### config.mk
export PLATFORM = sky130hd
export DESIGN_NAME = shared_eva_remote_req_stage
export DESIGN_NICKNAME = d
export VERILOG_FILES = /design/src/rtl/shared_eva_remote_req_stage.sv
export SDC_FILE = /design/constraint.sdc
export NUM_CORES = 1
export LEC_CHECK = 0
export BUFFER_PORTS_ARGS = -buffer_cell sky130_fd_sc_hd__buf_2
export CELL_PAD_IN_SITES_DETAIL_PLACEMENT = 0
export CELL_PAD_IN_SITES_GLOBAL_PLACEMENT = 1
export CORE_MARGIN = 4
export CORE_UTILIZATION = 43
export CTS_BUF_LIST = sky130_fd_sc_hd__clkbuf_4 sky130_fd_sc_hd__clkbuf_8
export CTS_CLUSTER_SIZE = 24
export DETAILED_ROUTE_END_ITERATION = 8
export PLACE_DENSITY_LB_ADDON = 0.1
export SLEW_MARGIN = 20
export SYNTH_ARGS = -nofsm -noshare
export SYNTH_HDL_FRONTEND = slang
export SYNTH_SLANG_ARGS = --single-unit
### constraint.sdc
create_clock -name clk_i -period 9.02 [get_ports clk_i]
set_clock_uncertainty 0.2 [all_clocks]
set_input_delay 1.804 -clock clk_i [delete_from_list [all_inputs] [get_ports clk_i]]
set_output_delay 1.804 -clock clk_i [all_outputs]
set_load 0.1 [all_outputs]
### src/rtl/shared_eva_remote_req_stage.sv
// shared_eva_remote_req_stage
//
// Pipeline stage between the core's shared-EVA memory request and the remote
// packet launcher. A tile-group shared EVA is split by the stripe hash into a
// local tile X/Y and a word offset. The tile-group origin is added to the
// local coordinates, and the result is range-checked. The request is then
// held in a two-entry skid buffer. The buffer presents a registered request
// downstream and drives a registered ready_o.
//
// Optional build macro: SHARED_EVA_ERR_DROP_EN
//   defined   : erroneous requests are accepted but dropped (never reach v_o).
//               err_count_o counts them, saturating at 0xFFFF. err_o is 0.
//   undefined : erroneous requests are forwarded with err_o = 1.
//               err_count_o is 0.
//
// Handshake (both sides): a transfer happens on a rising clock edge where
// valid and ready are both high. Once the producer raises valid, it holds
// valid high and keeps the payload stable until that transfer.
//
// Ports:
//   clk_i, reset_i                 clock, synchronous active-high reset
//   v_i / ready_o                  upstream request handshake
//   shared_eva_i, hash_i           shared EVA and stripe hash (log2 words)
//   we_i, data_i, mask_i           store payload (passed through)
//   tg_origin_x_i, tg_origin_y_i   tile-group origin (quasi-static)
//   tg_dim_x_i, tg_dim_y_i         tile-group dimensions
//   v_o / ready_i                  downstream request handshake
//   x_o, y_o, addr_o               destination tile and local word address
//   we_o, data_o, mask_o           payload passthrough
//   err_o                          request is out of range
//   err_count_o                    dropped-error counter

module shared_eva_remote_req_stage #(
    parameter int width_p         = 32,
    parameter int x_cord_width_p  = 7,
    parameter int y_cord_width_p  = 7,
    parameter int x_local_width_p = 2,
    parameter int y_local_width_p = 2,
    parameter int hash_width_p    = 4,
    parameter int addr_width_p    = 12,
    parameter int data_width_p    = 32
) (
    input  logic                         clk_i,
    input  logic                         reset_i,
    input  logic                         v_i,
    output logic                         ready_o,
    input  logic [width_p-1:0]           shared_eva_i,
    input  logic [hash_width_p-1:0]      hash_i,
    input  logic                         we_i,
    input  logic [data_width_p-1:0]      data_i,
    input  logic [data_width_p/8-1:0]    mask_i,
    input  logic [x_cord_width_p-1:0]    tg_origin_x_i,
    input  logic [y_cord_width_p-1:0]    tg_origin_y_i,
    input  logic [x_local_width_p:0]     tg_dim_x_i,
    input  logic [y_local_width_p:0]     tg_dim_y_i,
    output logic                         v_o,
    input  logic                         ready_i,
    output logic [x_cord_width_p-1:0]    x_o,
    output logic [y_cord_width_p-1:0]    y_o,
    output logic [addr_width_p-1:0]     addr_o,
    output logic                         we_o,
    output logic [data_width_p-1:0]      data_o,
    output logic [data_width_p/8-1:0]    mask_o,
    output logic                         err_o,
    output logic [15:0]                  err_count_o
);

    localparam int mask_width_lp = data_width_p / 8;

    typedef struct packed {
        logic [x_cord_width_p-1:0] x;
        logic [y_cord_width_p-1:0] y;
        logic [addr_width_p-1:0]   addr;
        logic                      we;
        logic [data_width_p-1:0]   data;
        logic [mask_width_lp-1:0]  mask;
        logic                      err;
    } req_s;

    // The state encodes the occupancy: EMPTY = 0, ONE = 1, TWO = 2 entries.
    typedef enum logic [1:0] {
        EMPTY = 2'd0,
        ONE   = 2'd1,
        TWO   = 2'd2
    } state_e;

    // EVA bit lookup. Any index past the top of the EVA reads as 0, and a
    // right shift gives that for free.
    function automatic logic eva_bit(input logic [width_p-1:0] eva, input int idx);
        logic [width_p-1:0] sh;
        sh = eva >> idx;
        return sh[0];
    endfunction

    // ---------------------------------------------------------------- decode
    logic [x_local_width_p-1:0] x_local;
    logic [y_local_width_p-1:0] y_local;
    logic [addr_width_p-1:0]    dec_addr;
    logic [x_cord_width_p-1:0]  x_glob;
    logic [y_cord_width_p-1:0]  y_glob;
    logic                       hash_oob;
    logic                       in_err;
    req_s                       in_req;

    // Layout from the LSB: hash_i offset bits, then local X, then local Y,
    // then the remaining offset bits. The address is the EVA with the X/Y
    // field squeezed out.
    always_comb begin
        x_local  = '0;
        y_local  = '0;
        dec_addr = '0;
        for (int j = 0; j < x_local_width_p; j++)
            x_local[j] = eva_bit(shared_eva_i, int'(hash_i) + j);
        for (int j = 0; j < y_local_width_p; j++)
            y_local[j] = eva_bit(shared_eva_i, int'(hash_i) + x_local_width_p + j);
        for (int i = 0; i < addr_width_p; i++)
            dec_addr[i] = (i < int'(hash_i))
                        ? eva_bit(shared_eva_i, i)
                        : eva_bit(shared_eva_i, i + x_local_width_p + y_local_width_p);
    end

    assign hash_oob = (int'(hash_i) > addr_width_p);
    assign x_glob   = tg_origin_x_i + x_cord_width_p'(x_local);
    assign y_glob   = tg_origin_y_i + y_cord_width_p'(y_local);
    assign in_err   = hash_oob
                    | ({1'b0, x_local} >= tg_dim_x_i)
                    | ({1'b0, y_local} >= tg_dim_y_i);

    always_comb begin
        in_req      = '0;
        in_req.x    = hash_oob ? '0 : x_glob;
        in_req.y    = hash_oob ? '0 : y_glob;
        in_req.addr = hash_oob ? '0 : dec_addr;
        in_req.we   = we_i;
        in_req.data = data_i;
        in_req.mask = mask_i;
`ifdef SHARED_EVA_ERR_DROP_EN
        in_req.err  = 1'b0;
`else
        in_req.err  = in_err;
`endif
    end

    // ------------------------------------------------------------ handshake
    logic ready_q;
    logic accept;
    logic load;
    logic out_xfer;

    assign ready_o  = ready_q & ~reset_i;
    assign accept   = v_i & ready_o;
    assign out_xfer = v_o & ready_i;

`ifdef SHARED_EVA_ERR_DROP_EN
    // An erroneous request still consumes the handshake. It never reaches
    // storage.
    assign load = accept & ~in_err;

    logic [15:0] err_count_q;
    always_ff @(posedge clk_i) begin
        if (reset_i)
            err_count_q <= '0;
        else if (accept && in_err && (err_count_q != 16'hFFFF))
            err_count_q <= err_count_q + 16'd1;
    end
    assign err_count_o = err_count_q;
`else
    assign load        = accept;
    assign err_count_o = '0;
`endif

    // ---------------------------------------------------------- skid buffer
    state_e state_q, state_n;
    req_s   main_q, skid_q;
    logic   load_main, load_skid, main_from_skid;

    always_comb begin
        state_n        = state_q;
        load_main      = 1'b0;
        load_skid      = 1'b0;
        main_from_skid = 1'b0;
        case (state_q)
            EMPTY: begin
                if (load) begin
                    state_n   = ONE;
                    load_main = 1'b1;
                end
            end
            ONE: begin
                if (load && !out_xfer) begin
                    state_n   = TWO;
                    load_skid = 1'b1;
                end else if (load && out_xfer) begin
                    load_main = 1'b1;
                end else if (out_xfer) begin
                    state_n = EMPTY;
                end
            end
            TWO: begin
                // ready_o is low here, so only the drain can happen.
                if (out_xfer) begin
                    state_n        = ONE;
                    main_from_skid = 1'b1;
                end
            end
            default: state_n = EMPTY;
        endcase
    end

    always_ff @(posedge clk_i) begin
        if (reset_i) begin
            state_q <= EMPTY;
            ready_q <= 1'b1;
            main_q  <= '0;
            skid_q  <= '0;
        end else begin
            state_q <= state_n;
            // The register holds "next occupancy != 2". Because ready_o
            // comes straight from this register, it never depends on
            // ready_i combinationally.
            ready_q <= (state_n != TWO);
            if (load_main)
                main_q <= in_req;
            else if (main_from_skid)
                main_q <= skid_q;
            if (load_skid)
                skid_q <= in_req;
        end
    end

    assign v_o    = (state_q != EMPTY);
    assign x_o    = main_q.x;
    assign y_o    = main_q.y;
    assign addr_o = main_q.addr;
    assign we_o   = main_q.we;
    assign data_o = main_q.data;
    assign mask_o = main_q.mask;
    assign err_o  = main_q.err;

endmodule
==> results of run 1 <==
## how the worst max path moves through the flow
stage | end | slack [ns] | cells past startpoint
global placement | x_o[4]$_SDFFE_PP0P_ | 3.96 | 11
CTS | ready_o | 4.26 | 3
global route | y_o[4]$_SDFFE_PP0P_ | 4.15 | 11
floorplan | ready_o | 3.49 | 3
finish | ready_o | 4.29 | 3
detailed placement | y_o[4]$_SDFFE_PP0P_ | 3.91 | 11
## cell type report
| class | count | area (um^2) |
|---|---|---|
| clock buffers | 20 | 263 |
| clock inverters | 12 | 228 |
| fillers | 1506 | 7460 |
| inverters | 10 | 37.5 |
| multi-input cells | 600 | 3560 |
| flip-flops and latches | 131 | 2620 |
| well taps | 188 | 235 |
| repair buffers | 155 | 793 |
## per-layer routing
layer / global-route usage [%] / wire [um]
met1: 27.9 / 8470
met2: 33.5 / 8730
met3: 4.73 / 1100
met4: 5.83 / 229
met5: 0 / 0
## through the flow
stage / instance area [um^2] / hold slack (ns) / total power, mW / setup slack [ns] / cells
2_1_floorplan: 6710 / 0.236 / 0.958 / 3.49 / 825
3_3_place_gp: 7250 / 0.241 / 1.03 / 3.96 / 1084
3_5_place_dp: 7250 / 0.247 / 1.03 / 3.91 / 1084
4_1_cts: 7740 / 0.258 / 1.64 / 4.26 / 1116
5_1_grt: 7740 / 0.276 / 1.69 / 4.15 / 1116
6_report: 7740 / 0.258 / 1.63 / 4.29 / 1116
## cell usage after synthesis, types with 3 or more instances
| cell | n | share of area, % |
|---|---|---|
| a211oi_1 | 12 | 1.4 |
| a21oi_1 | 83 | 6.2 |
| a221oi_1 | 4 | 0.53 |
| a22oi_1 | 7 | 0.79 |
| a311oi_1 | 42 | 5.5 |
| a31oi_1 | 3 | 0.28 |
| a32oi_1 | 4 | 0.53 |
| and3_1 | 5 | 0.47 |
| buf_2 | 33 | 2.5 |
| buf_4 | 22 | 2.5 |
| buf_6 | 6 | 1.0 |
| clkbuf_1 | 22 | 1.2 |
| dfxtp_1 | 131 | 39 |
| ha_1 | 8 | 1.5 |
| inv_1 | 10 | 0.56 |
| mux2_2 | 6 | 1.0 |
| mux2i_1 | 4 | 0.60 |
| mux4_2 | 12 | 4.1 |
| nand2_1 | 191 | 11 |
| nand2b_1 | 13 | 1.2 |
| nand3_1 | 25 | 1.9 |
| nor2_1 | 67 | 3.8 |
| nor3_1 | 15 | 1.1 |
| nor4_1 | 5 | 0.47 |
| o211a_1 | 4 | 0.60 |
| o21a_1 | 3 | 0.34 |
| o21ai_0 | 16 | 1.2 |
| xnor2_1 | 4 | 0.53 |
## registers in the layout (all words and copies together) (netlist names)
| register | count |
|---|---|
| we_o | 1 |
| state_q | 2 |
| addr_o | 12 |
| ready_q | 1 |
| data_o | 32 |
| x_o | 7 |
| y_o | 7 |
| skid_q | 64 |
| err_o | 1 |
| mask_o | 4 |
## power breakdown
group	switching, mW	total, mW	internal (mW)
sequential	0.0152	0.621	0.606
combinational	0.309	0.398	0.0888
clock	0.235	0.607	0.372
total	0.559	1.63	1.07
## worst reg2reg max path: cells and delay by family (launching register included)
kind / cells / cell delay [ns]
buffers and inverters: 1 / 0.48
and+or+nand+nor: 1 / 0.61
AOI/OAI and AO/OA: 2 / 0.20
DFF: 1 / 0.47
muxes: 1 / 0.39
## cell families (layout without fill, tap and decap cells)
group                    Yosys count  count (layout)  share of synthesized area [%]
XOR/XNOR                           4               4                          0.527
other                              1              16                         0.0564
AND/OR/NAND/NOR                  345             345                           22.8
flip-flops                       131             131                           39.4
AO/OA/AOI/OAI                    201             201                           20.6
adder cells (fa/ha/maj)           10              10                           2.11
buffers and inverters             94             197                           8.01
multiplexers                      24              24                           6.47
==> results by stage, run 1 <==
Floorplanning:
- The core region is 15,200 um^2.
- The number of top-level pins is 179.
- From bottom edge to top edge, the die measures 132 um.
- Once the floorplan was initialized, standard cells occupied 43.8% of the core.
- The area enclosed by the die boundary is 17,500 um^2.
- The die boundary width is 132 um.
- The placement row count is 45.

Placement:
- The congestion estimate from routability-driven global placement came to 0.873.
- The wire-length estimate of the detail-placed layout is 12.1 mm.
- The count of input and output buffers is 149.

Power:
- The analysis attributes to cell leakage a power of 3.10 nW.
- The areal power density over the cells is 210 nW/um^2.
- The maximum ir drop on the vdd rail is 0.0978 mV.

Yosys:
- A synthesized cell averages 8.21 um^2.
- Synthesis produced 810 cells.
- In the synthesized netlist the dominant register cell turns out to be dfxtp_1.
- Yosys mapped a number of flops with a built-in enable equal to 0.
- Synthesis inferred 131 register bits.
- Synthesis instantiated 68 different standard cells from the library.
- In the synthesized netlist the async set-or-reset flop fraction comes to 0%.
- The share of the Yosys chip area taken by registers is 39.4%.
- For this run, the number of Yosys warnings is 0.
- The cell area after synthesis is 6650 um^2.

Outcome:
- The run finished with clean final reports.

Min path:
- The path with the worst hold slack has its endpoint at skid_q[31]$_SDFFE_PP0P_.
- The worst min-delay path category is flip-flop to flip-flop.
- The worst hold path was traced through 2 stages.
- The worst hold path begins at skid_q[31]$_SDFFE_PP0P_.

Cells and area:
- The top cell types in the final layout, fill and taps aside, are 191 x nand2_1, 148 x buf_2, 131 x dfxtp_1.
- The final layout contains 1,022 nets.
- The share of cells above drive strength 1 is 24.2%.
- The fraction of the core area covered by cells at the end of the flow is 50.9%.
- The area growth from synthesis to layout is 16.4%.
- 0 antenna diodes ended up in the layout.
- The most frequent standard cell in the layout excluding fill and tap cells is nand2_1.

Clock tree:
- Counting the buffers created by CTS gives 17.
- Clock-pin slew was measured on the worst setup and hold paths at 0.07 ns.
- The library cell used as clock root buffer is clkbuf_8.
- The post-cts resize count is 0.
- The buffers inserted during post-CTS setup optimization is 0.
- The CTS tree is done.
- The tree built by TritonCTS fans out to 131 sinks.
- The count of hold buffers inserted by post-cts repair is 0.
- The largest buffer count on any clock path is 2.
- The total number of H-tree levels is 4.
- The insertion delay of the later-clocked pin in the worst-skew pair is 0.44 ns.

Critical path:
- The worst endpoint required time is 7.02 ns.
- The gate family responsible for the most delay along the worst path is buffers and inverters.
- Traced cell by cell, the critical path runs through buf_4, nor2b_1, buf_2.
- The critical path class is input pin to output port.
- The count of cells along the worst register-to-register path is 5.
- The worst setup path is launched from an input pin.
- The library cell contributing the largest single delay on the critical path is buf_2.
- For this run, the slowest stage of the critical path takes 0.44 ns.
- The arrival time at the worst endpoint is 2.72 ns.
- The worst setup slack for register-to-register paths is 6.55 ns.
- The startpoint identified for the worst register-to-register timing path is state_q[1]$_SDFF_PP0_.
- The launch point of the worst path is reset_i.
- The largest fanout of any net on the critical path is 57.
- The count of buffering cells on the critical path with inverters included is 2.
- The endpoint type of the worst setup path is an output port.
- The worst register-to-register path ends at err_o$_SDFFE_PP0P_.

Timing:
- For this run, the top clock speed supported by timing is 0.211 GHz.
- The headroom to the max-slew limit is 28.5%.
- At the pin with the least slew margin, the transition time is 1.07 ns.
- The sum of negative setup slack is 0 ns.
- Setup repair after global routing left no endpoint under its margin.
- The setup violation total in the final timing report is 0.
- The max-slew violation count is 0.
- The worst path uses 52.4% of the clock period.
- The total count of hold-check failures in the final report came to 0.
- The minimum period implied by the final worst setup slack is 4.73 ns.

Global routing:
- Global routing used 20.7% of the available tracks across all layers.
- The global-route wire length before repair is 29.7 mm.
- For this run the aggregate overflow at the end of global routing stands at 0.
- Entering global routing, the biggest net connects 96 pins.
- The initial antenna violation count is 0.
- The via count of the first global-routing pass is 5,905.

Drt:
- The via density per instance is 5.59.
- The total via count in the routed design is 6,235.
- In this run the remaining antenna-violating nets after routing total 0.
- Dividing the detail-routed wire length by the instance count gives 16.6 um.
- After detailed routing, the number of remaining DRC violations is 0.
- The first-pass detailed-route iteration total is 4.
- The detailed router finished its first iteration with 350 violations.
- The routed design has 18.5 mm of wire.

Job:
- The max capacitance violation total is 0.
No activity file was read; power rests on OpenSTA's default activity.
==> run 2, diff against run 1 <==
--- a/config.mk
+++ b/config.mk
@@ -9,7 +9,7 @@
 export CELL_PAD_IN_SITES_DETAIL_PLACEMENT = 0
 export CELL_PAD_IN_SITES_GLOBAL_PLACEMENT = 1
 export CORE_MARGIN = 4
-export CORE_UTILIZATION = 43
+export CORE_UTILIZATION = 36
 export CTS_BUF_LIST = sky130_fd_sc_hd__clkbuf_4 sky130_fd_sc_hd__clkbuf_8
 export CTS_CLUSTER_SIZE = 24
 export DETAILED_ROUTE_END_ITERATION = 8
==> constraint.sdc (replaced) <==
create_clock -name clk_i -period 3.93 [get_ports clk_i]
set_clock_uncertainty 0.2 [all_clocks]
set_input_delay 0.786 -clock clk_i [delete_from_list [all_inputs] [get_ports clk_i]]
set_output_delay 0.786 -clock clk_i [all_outputs]
set_load 0.1 [all_outputs]
==> run 2 against run 1 <==
Sequential share of layout area down 0.30 points. Global-route usage is 1.4 points lower. Final cell count up 4.5%. Count of clock-buffer cells in the layout shrank 2. Critical path depth is 7 higher. Final area rose by 0.90%. Core utilization down 7.7 points. First-iteration DRC count up 32%. Total power grew 120%. Critical endpoint is now y_o[4]$_SDFFE_PP0P_. Highest routed layer unchanged.
==> results by stage, run 2 (same netlist as run 1, synthesis figures left out) <==
Min path:
- The endpoint with the worst hold slack is skid_q[57]$_SDFFE_PP0P_.
- The number of cells on the worst hold path is 2 (unchanged).
- The worst min-delay path category is flip-flop to flip-flop.
- The startpoint identified for the worst hold timing path is skid_q[57]$_SDFFE_PP0P_.

Placement:
- The placed wire-length estimate is 13.4 mm (+10%).
- The placer's final routability congestion estimate came to 0.850 (-2.7%).
- The number of instances in the placed design is 1,134 (+4.6%).
- The placement-stage worst setup slack is 0.221 ns (-3.69 ns).
- The count of input and output buffers is 149 (unchanged).

Timing:
- The max-slew violation count is 0 (unchanged).
- The sum of negative setup slack is 0 ns (unchanged).
- The setup violation total in the final timing report came to 0 (unchanged).
- The portion of the clock cycle consumed by the worst path in the final layout is 82.9%.
- The worst path needs 3.26 ns of the cycle, external delays included.
- Setup repair after global routing left no endpoint under its margin.
- The total count of hold-check failures in the final report is 0 (unchanged).
- The headroom to the max-slew limit came to 35.2% (+6.7 points).
- The highest clock frequency the design can meet is 0.307 GHz.
- The transition at the pin with the smallest max-transition slack came to 0.972 ns (-0.101 ns).
- The minimum setup slack in the final design came to 0.672 ns (-3.62 ns).

Floorplanning:
- The die boundary width is 144 um (+8.7%).
- The vertical die dimension is 144 um (+8.7%).
- The area enclosed by the die boundary is 20,700 um^2 (+18%).
- The number of top-level pins is 179 (unchanged).
- The placeable core region is 18,100 um^2 (+19%).
- The initial standard-cell utilization of the core is 36.8% (-7.0 points).
- The placement row count was 49 (+8.9%).

Clock tree:
- TritonCTS built the clock tree.
- The count of hold buffers inserted by post-cts repair is 0 (unchanged).
- The largest buffer count on any clock path came to 2 (unchanged).
- The clock-pin slew reported for the worst setup and hold paths after clock tree synthesis is 0.07 ns (about the same).
- The insertion delay of the later-clocked pin in the worst-skew pair is 0.43 ns (about the same).
- The tree is rooted in a clkbuf_8.
- The buffers inserted during post-CTS setup optimization was 0 (unchanged).
- The total number of H-tree levels came to 4 (unchanged).
- The post-cts resize count was 0 (unchanged).
- The number of buffers inserted during clock tree synthesis is 17 (unchanged).
- The clock net sink count is 131 (unchanged).

Critical path:
- STA classifies the critical path startpoint as an input pin.
- The endpoint type of the worst setup path is a flip-flop.
- The arrival time at the worst endpoint is 3.40 ns (+0.68 ns).
- The critical path class is input pin to flip-flop.
- The worst setup slack for register-to-register paths was 1.55 ns (-5.00 ns).
- The worst endpoint required time was 4.07 ns (-2.95 ns).
- The endpoint identified for the worst register-to-register timing path is data_o[24]$_SDFFE_PP0P_.
- The startpoint identified for the worst register-to-register timing path is state_q[1]$_SDFF_PP0_.
- The largest fanout of any net on the critical path came to 18 (-68%).
- The count of cells along the worst register-to-register path came to 4 (-1).

Cells and area:
- The most frequent standard cell in the layout excluding fill and tap cells is nand2_1.
- The count of non-filler cells in the finished layout was 1,166 (+4.5%).
- The area growth from synthesis to layout is 17.4%.
- The net total in the final layout is 1,031 (+0.88%).
- The library cells used most frequently in the layout, excluding fill and tap cells, are 191 x nand2_1, 148 x buf_2, 131 x dfxtp_1.
- The share of cells above drive strength 1 is 25.0% (+0.73 points).
- The largest register by flop count is skid_q.
- The number of inserted diodes was 0 (unchanged).
- The flip-flop count of the largest register, all copies and words added came to 64 (unchanged).
- The fraction of the core area covered by cells at the end of the flow is 43.2% (-7.7 points).

Power:
- The leakage power of the design was 3.12 nW (+0.38%).
- The areal power density over the cells is 459 nW/um^2 (+120%).
- The maximum ir drop on the vdd rail is 0.220 mV (+120%).

Drt:
- The count of nets left with antenna violations after detail routing is 0 (unchanged).
- The total via count in the routed design is 6,300 (+1.0%).
- The average wire length per cell after detail routing is 17.2 um (+3.4%).
- The number of DRC markers in iteration 0 is 461 (+32%).
- The routed wire length is 20.0 mm (+8.0%).
- The number of design rule violations left after detail routing is 0 (unchanged).
- The via density per instance came to 5.40 (-3.3%).
- The first-pass detailed-route iteration total is 5 (+1).

Global routing:
- The global-route wire length before repair was 31.9 mm (+7.3%).
- The initial antenna violation count is 0 (unchanged).
- The global route total overflow was 0 (unchanged).
- The total routing resource utilization after global routing was 19.3% (-1.4 points).
- The maximum number of pins on one net before global-route repair is 76 (-21%).
- The via count of the first global-routing pass is 6,155 (+4.2%).

Job:
- The max capacitance violation total was 0 (unchanged).

Outcome:
- The run finished with clean final reports.
-- run 2: cell count changes in the layout (fill, tap and decap cells not counted), sizes merged --
cell / change
buf: +9
bufinv: -2
clkbuf: -2
clkinv: +2
clkinvlp: +3
inv: -1
-- run 2: per-stage QoR --
step                      area (um^2)  power (mW)  hold WS, ns
after floorplan                  6710        2.20        0.236
after global placement           7380        2.37        0.241
after detailed placement         7380        2.39        0.247
after CTS                        7810        3.63        0.257
after global routing             7810        3.75        0.272
final                            7810        3.58        0.255
-- run 2: cell type report --
class	instances	area [um^2]
sequential	131	2620
clock inverter	14	188
multi-input combinational	600	3560
tap	229	287
inverter	10	37.5
timing repair buffer	164	873
fill	1814	10300
clock buffer	18	241
-- run 2: where the power goes --
group | internal (mW) | leakage (nW) | switching [mW]
clock | 0.694 | 0.208 | 0.534
combinational | 0.209 | 1.84 | 0.719
sequential | 1.39 | 1.07 | 0.0357
total | 2.30 | 3.12 | 1.29
-- run 2: how the worst max path moves through the flow --
| stage | endpoint | slack, ns | cells after the start | from |
|---|---|---|---|---|
| final | y_o[4]$_SDFFE_PP0P_ | 0.67 | 10 | hash_i[0] |
| after global routing | y_o[4]$_SDFFE_PP0P_ | 0.45 | 10 | hash_i[0] |
| after CTS | y_o[3]$_SDFFE_PP0P_ | 0.68 | 10 | hash_i[0] |
| after detailed placement | y_o[4]$_SDFFE_PP0P_ | 0.22 | 10 | hash_i[0] |
| after global placement | y_o[4]$_SDFFE_PP0P_ | 0.27 | 10 | hash_i[0] |
| after floorplan | ready_o | 0.43 | 3 | reset_i |
-- run 2: critical path: stages --
cell and delay (ns):
buf_2 0.22, buf_4 0.30, mux4_2 0.53, a22oi_1 0.22
nand2_1 0.17, fa_1 0.49, nand3_1 0.11, xnor2_1 0.21
a21oi_1 0.12, a211oi_1 0.22
-- run 2: metal layers --
| layer | vias to the layer above | routed length, um | track usage (%) | share of wire [%] |
|---|---|---|---|---|
| met3 | 13 | 1050 | 4.06 | 5.3 |
| met5 | - | 0 | 0 | 0 |
| li1 | 3075 | - | - | - |
| met4 | 0 | 210 | 5.05 | 1.0 |
| met2 | 196 | 9450 | 32.3 | 47 |
| met1 | 3016 | 9300 | 25.5 | 46 |
==> run 3, diff against run 2 <==
--- a/config.mk
+++ b/config.mk
@@ -5,11 +5,12 @@
 export SDC_FILE = /design/constraint.sdc
 export NUM_CORES = 1
 export LEC_CHECK = 0
+export ABC_AREA = 1
 export BUFFER_PORTS_ARGS = -buffer_cell sky130_fd_sc_hd__buf_2
 export CELL_PAD_IN_SITES_DETAIL_PLACEMENT = 0
 export CELL_PAD_IN_SITES_GLOBAL_PLACEMENT = 1
 export CORE_MARGIN = 4
-export CORE_UTILIZATION = 36
+export CORE_UTILIZATION = 34
 export CTS_BUF_LIST = sky130_fd_sc_hd__clkbuf_4 sky130_fd_sc_hd__clkbuf_8
 export CTS_CLUSTER_SIZE = 24
 export DETAILED_ROUTE_END_ITERATION = 8
==> constraint.sdc (replaced) <==
create_clock -name clk_i -period 2.78 [get_ports clk_i]
set_clock_uncertainty 0.2 [all_clocks]
set_input_delay 0.556 -clock clk_i [delete_from_list [all_inputs] [get_ports clk_i]]
set_output_delay 0.556 -clock clk_i [all_outputs]
set_load 0.1 [all_outputs]
==> run 3 against run 2 <==
Wire length fell by 4.3%. First-iteration DRC count shrank 39%. Worst setup slack got worse by 0.48 ns. Hold slack got worse by 0.11 ns. Flip-flop and latch count stayed put. Die area is 2.9% higher. Core utilization decreased by 0.49 points. Count of clock-buffer cells in the layout stayed put. Sequential power rose by 38%. Non-clock buffer count increased by 45.
==> results by stage, run 3 <==
Clock tree:
- The largest buffer count on any clock path is 2 (unchanged).
- The post-cts resize count is 0 (unchanged).
- The count of hold buffers inserted by post-cts repair is 0 (unchanged).
- The insertion delay of the later-clocked pin in the worst-skew pair is 0.44 ns (about the same).
- The library cell used as clock root buffer is clkbuf_8.
- The total number of H-tree levels is 4 (unchanged).
- The buffers inserted during post-CTS setup optimization is 0 (unchanged).
- TritonCTS built the clock tree.
- The number of buffers inserted during clock tree synthesis is 17 (unchanged).
- The clock-pin slew reported for the worst setup and hold paths after clock tree synthesis is 0.08 ns (about the same).
- The clock net sink count came to 131 (unchanged).

Yosys:
- The simple-gate portion of the synthesized area is 29.2% (+6.4 points).
- The synthesized-area fraction occupied by xor and xnor cells is 0% (-0.53 points).
- The number of distinct library cells after synthesis is 34 (-50%).
- The mean post-synth cell area is 6.86 um^2 (-16%).
- The instance count of the mapped netlist is 944 (+17%).
- The share of cell area taken by muxes after synthesis is 0% (-6.5 points).
- Sorting the synthesized cells by how often they occur yields 260 x nand2_1, 131 x dfxtp_1, 130 x nor2_1.
- The top flip-flop cell by instance count after synthesis is dfxtp_1.
- By area the synthesized netlist is led by dfxtp_1 40%, nand2_1 15%, o21ai_0 7.6%.
- The sequential area share after synthesis came to 40.5% (+1.1 points).
- The most instantiated library cell after synthesis is nand2_1.
- The cell type with the largest total area after synthesis is dfxtp_1.
- The cell area after synthesis came to 6480 um^2 (-2.6%).
- The flip-flop and latch count after synthesis is 131 (unchanged).
- The fraction of post-synthesis cell area in the top cell type by area was 40.5% (+1.1 points).
- The adder and majority cell fraction of the synthesized area came to 2.16% (+0.057 points).
- The compound-gate portion of the synthesized area is 16.9% (-3.8 points).
- The fraction of registers with async set or reset after synthesis came to 0% (unchanged).
- The number of warnings reported in the yosys synthesis log is 0 (unchanged).
- The number of enable flip-flop cells after synthesis came to 0 (unchanged).
- The largest family of logic cells by synthesized area is simple AND/OR/NAND/NOR gates.

Placement:
- The placed wire-length estimate came to 13.1 mm (-2.3%).
- The placement-stage worst setup slack is -0.389 ns (-0.610 ns).
- The placer's final routability congestion estimate is 0.866 (+2.0%).
- The count of input and output buffers is 149 (unchanged).

Power:
- The internal power of the cells is 2.96 mW (+29%).
- The areal power density over the cells is 583 nW/um^2 (+27%).
- The part of the total power dissipated in combinational logic is 24.6% (-1.3 points).
- The maximum ir drop on the vdd rail came to 0.257 mV (+17%).
- The power share of the clock group was 32.9% (-1.4 points).
- The share of total power in sequential cells is 42.5% (+2.7 points).
- The leakage power of the design is 3.86 nW (+24%).
- The net switching power is 1.69 mW (+31%).
- The switching share of power is 36.4% (+0.43 points).
- The overall power after layout is 4.66 mW (+30%).

Timing:
- The setup violation total in the final timing report came to 0 (unchanged).
- The transition at the pin with the smallest max-transition slack is 0.959 ns (-0.0126 ns).
- Setup repair after global routing left no endpoint under its margin.
- The minimum period implied by the final worst setup slack is 2.59 ns.
- The worst hold margin was 0.150 ns (-0.105 ns).
- The portion of the clock cycle consumed by the worst path in the final layout is 93.2%.
- The minimum setup slack in the final design was 0.190 ns (-0.482 ns).
- The total count of hold-check failures in the final report is 0 (unchanged).
- The highest clock frequency the design can meet is 0.386 GHz.
- The max-slew violation count came to 0 (unchanged).
- The sum of negative setup slack is 0 ns (unchanged).
- The headroom to the max-slew limit is 36.0% (+0.75 points).

Job:
- The max capacitance violation total is 0 (unchanged).

Global routing:
- The maximum number of pins on one net before global-route repair was 83 (+9.2%).
- The total routing resource utilization after global routing was 18.1% (-1.2 points).
- The global-route wire length before repair is 31.5 mm (-1.2%).
- The initial antenna violation count is 0 (unchanged).
- The global route total overflow is 0 (unchanged).
- The via count of the first global-routing pass came to 6,009 (-2.4%).

Critical path:
- Counting stages on the worst path, the most repeated cell is nand2_1.
- The maximum single-stage delay on the critical path is 0.43 ns (-0.10 ns).
- The count of buffering cells on the critical path with inverters included is 3 (+1).
- The number of logic stages on the critical path including buffering is 15 (+5).
- The arrival time at the worst endpoint is 2.76 ns (-0.64 ns).
- The gate family responsible for the most delay along the worst path is simple AND/OR/NAND/NOR gates.
- The count of cells along the worst register-to-register path is 5 (+1).
- In this run the critical register-to-register path is launched from state_q[1]$_SDFF_PP0_.
- The critical path class is input pin to flip-flop.
- The worst endpoint required time is 2.95 ns (-1.12 ns).
- The critical path goes through clkbuf_4, buf_4, o21ai_1, nand2_1, nand3_1, nand2_1, nor2_2, inv_1, ha_1, fa_1, nand2_1, nand2_1, nor2_1, nand2_1, a31oi_1.
- The critical path launch point type is an input pin.
- The largest individual stage delay along the critical path comes from the cell fa_1.
- The largest fanout of any net on the critical path came to 17 (-1).
- The worst setup slack for register-to-register paths is 0.86 ns (-0.69 ns).
- The capture point of the worst reg-to-reg path is skid_q[0]$_SDFFE_PP0P_.
- The endpoint type of the worst setup path is a flip-flop.

Min path:
- The startpoint of the tightest hold check path is mask_i[1].
- The number of cells on the worst hold path was 3 (+1).
- The path with the worst hold slack has its endpoint at skid_q[2]$_SDFFE_PP0P_.
- The worst min-delay path category is input pin to flip-flop.

Drt:
- The average wire length per cell after detail routing is 14.1 um (-18%).
- The via density per instance is 4.70 (-13%).
- The first-pass detailed-route iteration total was 5 (unchanged).
- The total via count in the routed design was 6,393 (+1.5%).
- The number of DRC markers in iteration 0 is 281 (-39%).
- The number of design rule violations left after detail routing came to 0 (unchanged).
- The routed wire length is 19.1 mm (-4.3%).
- The count of nets left with antenna violations after detail routing is 0 (unchanged).

Floorplanning:
- The die boundary width is 146 um (+1.4%).
- The number of top-level pins came to 179 (unchanged).
- The placeable core region is 18,700 um^2 (+3.4%).
- The area enclosed by the die boundary is 21,300 um^2 (+2.9%).
- The initial standard-cell utilization of the core came to 34.6% (-2.2 points).
- The placement row count is 50 (+2.0%).
- The vertical die dimension is 146 um (+1.4%).

Cells and area:
- The flip-flop count of the largest register, all copies and words added is 64 (unchanged).
- The fraction of the core area covered by cells at the end of the flow is 42.7% (-0.49 points).
- The net total in the final layout came to 1,221 (+18%).
- Leaving out fill and tap cells, the most frequent cells in the layout are 260 x nand2_1, 148 x buf_2, 131 x dfxtp_1.
- Ranked by flip-flop count, first place goes to skid_q.
- Relative to the synthesized area, the layout overhead comes to 23.3%.
- The library cell used most frequently in the layout, excluding fill and tap cells, is nand2_1.
- The number of inserted diodes came to 0 (unchanged).
- The share of cells above drive strength 1 is 23.3% (-1.6 points).
- The final-layout fill cell count is 2,068 (+14%).

Outcome:
- The flow ran to the end, and the final reports show no timing, DRC or antenna violations.
==> run 3: final cells by class <==
class                           count  area, um^2  share of cell area [%]
Clock buffer                       18         248                    3.10
Tap cell                          234         293                    3.67
Timing Repair Buffer              209        1240                    15.5
Multi-Input combinational cell    687        3190                    40.0
Sequential cell                   131        2620                    32.8
Inverter                           68         263                    3.29
Clock inverter                     14         131                    1.64
==> run 3: worst max-delay path by stage <==
stage | start | to | slack, ns
floorplan | hash_i[0] | x_o[2]$_SDFFE_PP0P_ | 0.07
global placement | hash_i[0] | x_o[2]$_SDFFE_PP0P_ | -0.34
detailed placement | hash_i[0] | x_o[2]$_SDFFE_PP0P_ | -0.39
CTS | hash_i[0] | x_o[2]$_SDFFE_PP0P_ | 0.09
global route | hash_i[0] | x_o[2]$_SDFFE_PP0P_ | 0.02
finish | hash_i[0] | x_o[2]$_SDFFE_PP0P_ | 0.19
==> run 3: power groups by stage <==
stage,registers (mW),clock network [mW],logic (mW)
final,1.98,1.53,1.14
after global routing,1.99,1.68,1.24
after CTS,1.98,1.58,1.15
after detailed placement,2.02,0,1.15
after global placement,2.02,0,1.15
after floorplan,2.40,0,0.492
==> run 3: tightest hold or removal path: cells and delay by family <==
family / cells / cell delay, ns
buffers and inverters: 1 / 0.09
AND/OR/NAND/NOR: 2 / 0.12
==> run 3: cells by family after synthesis <==
family          count (synthesis)
compound gates                200
fa+ha+maj                      10
buf+inv                       141
flops                         131
other cells                     1
simple gates                  461
==> run 3: routing by layer <==
layer	share of wire, %	global-route usage (%)	up-vias
met3	4.9	4.41	11
met2	45	28.5	139
met1	49	25.2	2857
met4	0.85	4.37	0
met5	0	0	-
li1	-	-	3386
==> run 3: stage by stage <==
stage | std cells | area, um^2
after CTS | 1361 | 7980
after floorplan | 959 | 6540
final | 1361 | 7990
after detailed placement | 1329 | 7600
after global placement | 1329 | 7600
after global routing | 1361 | 7990
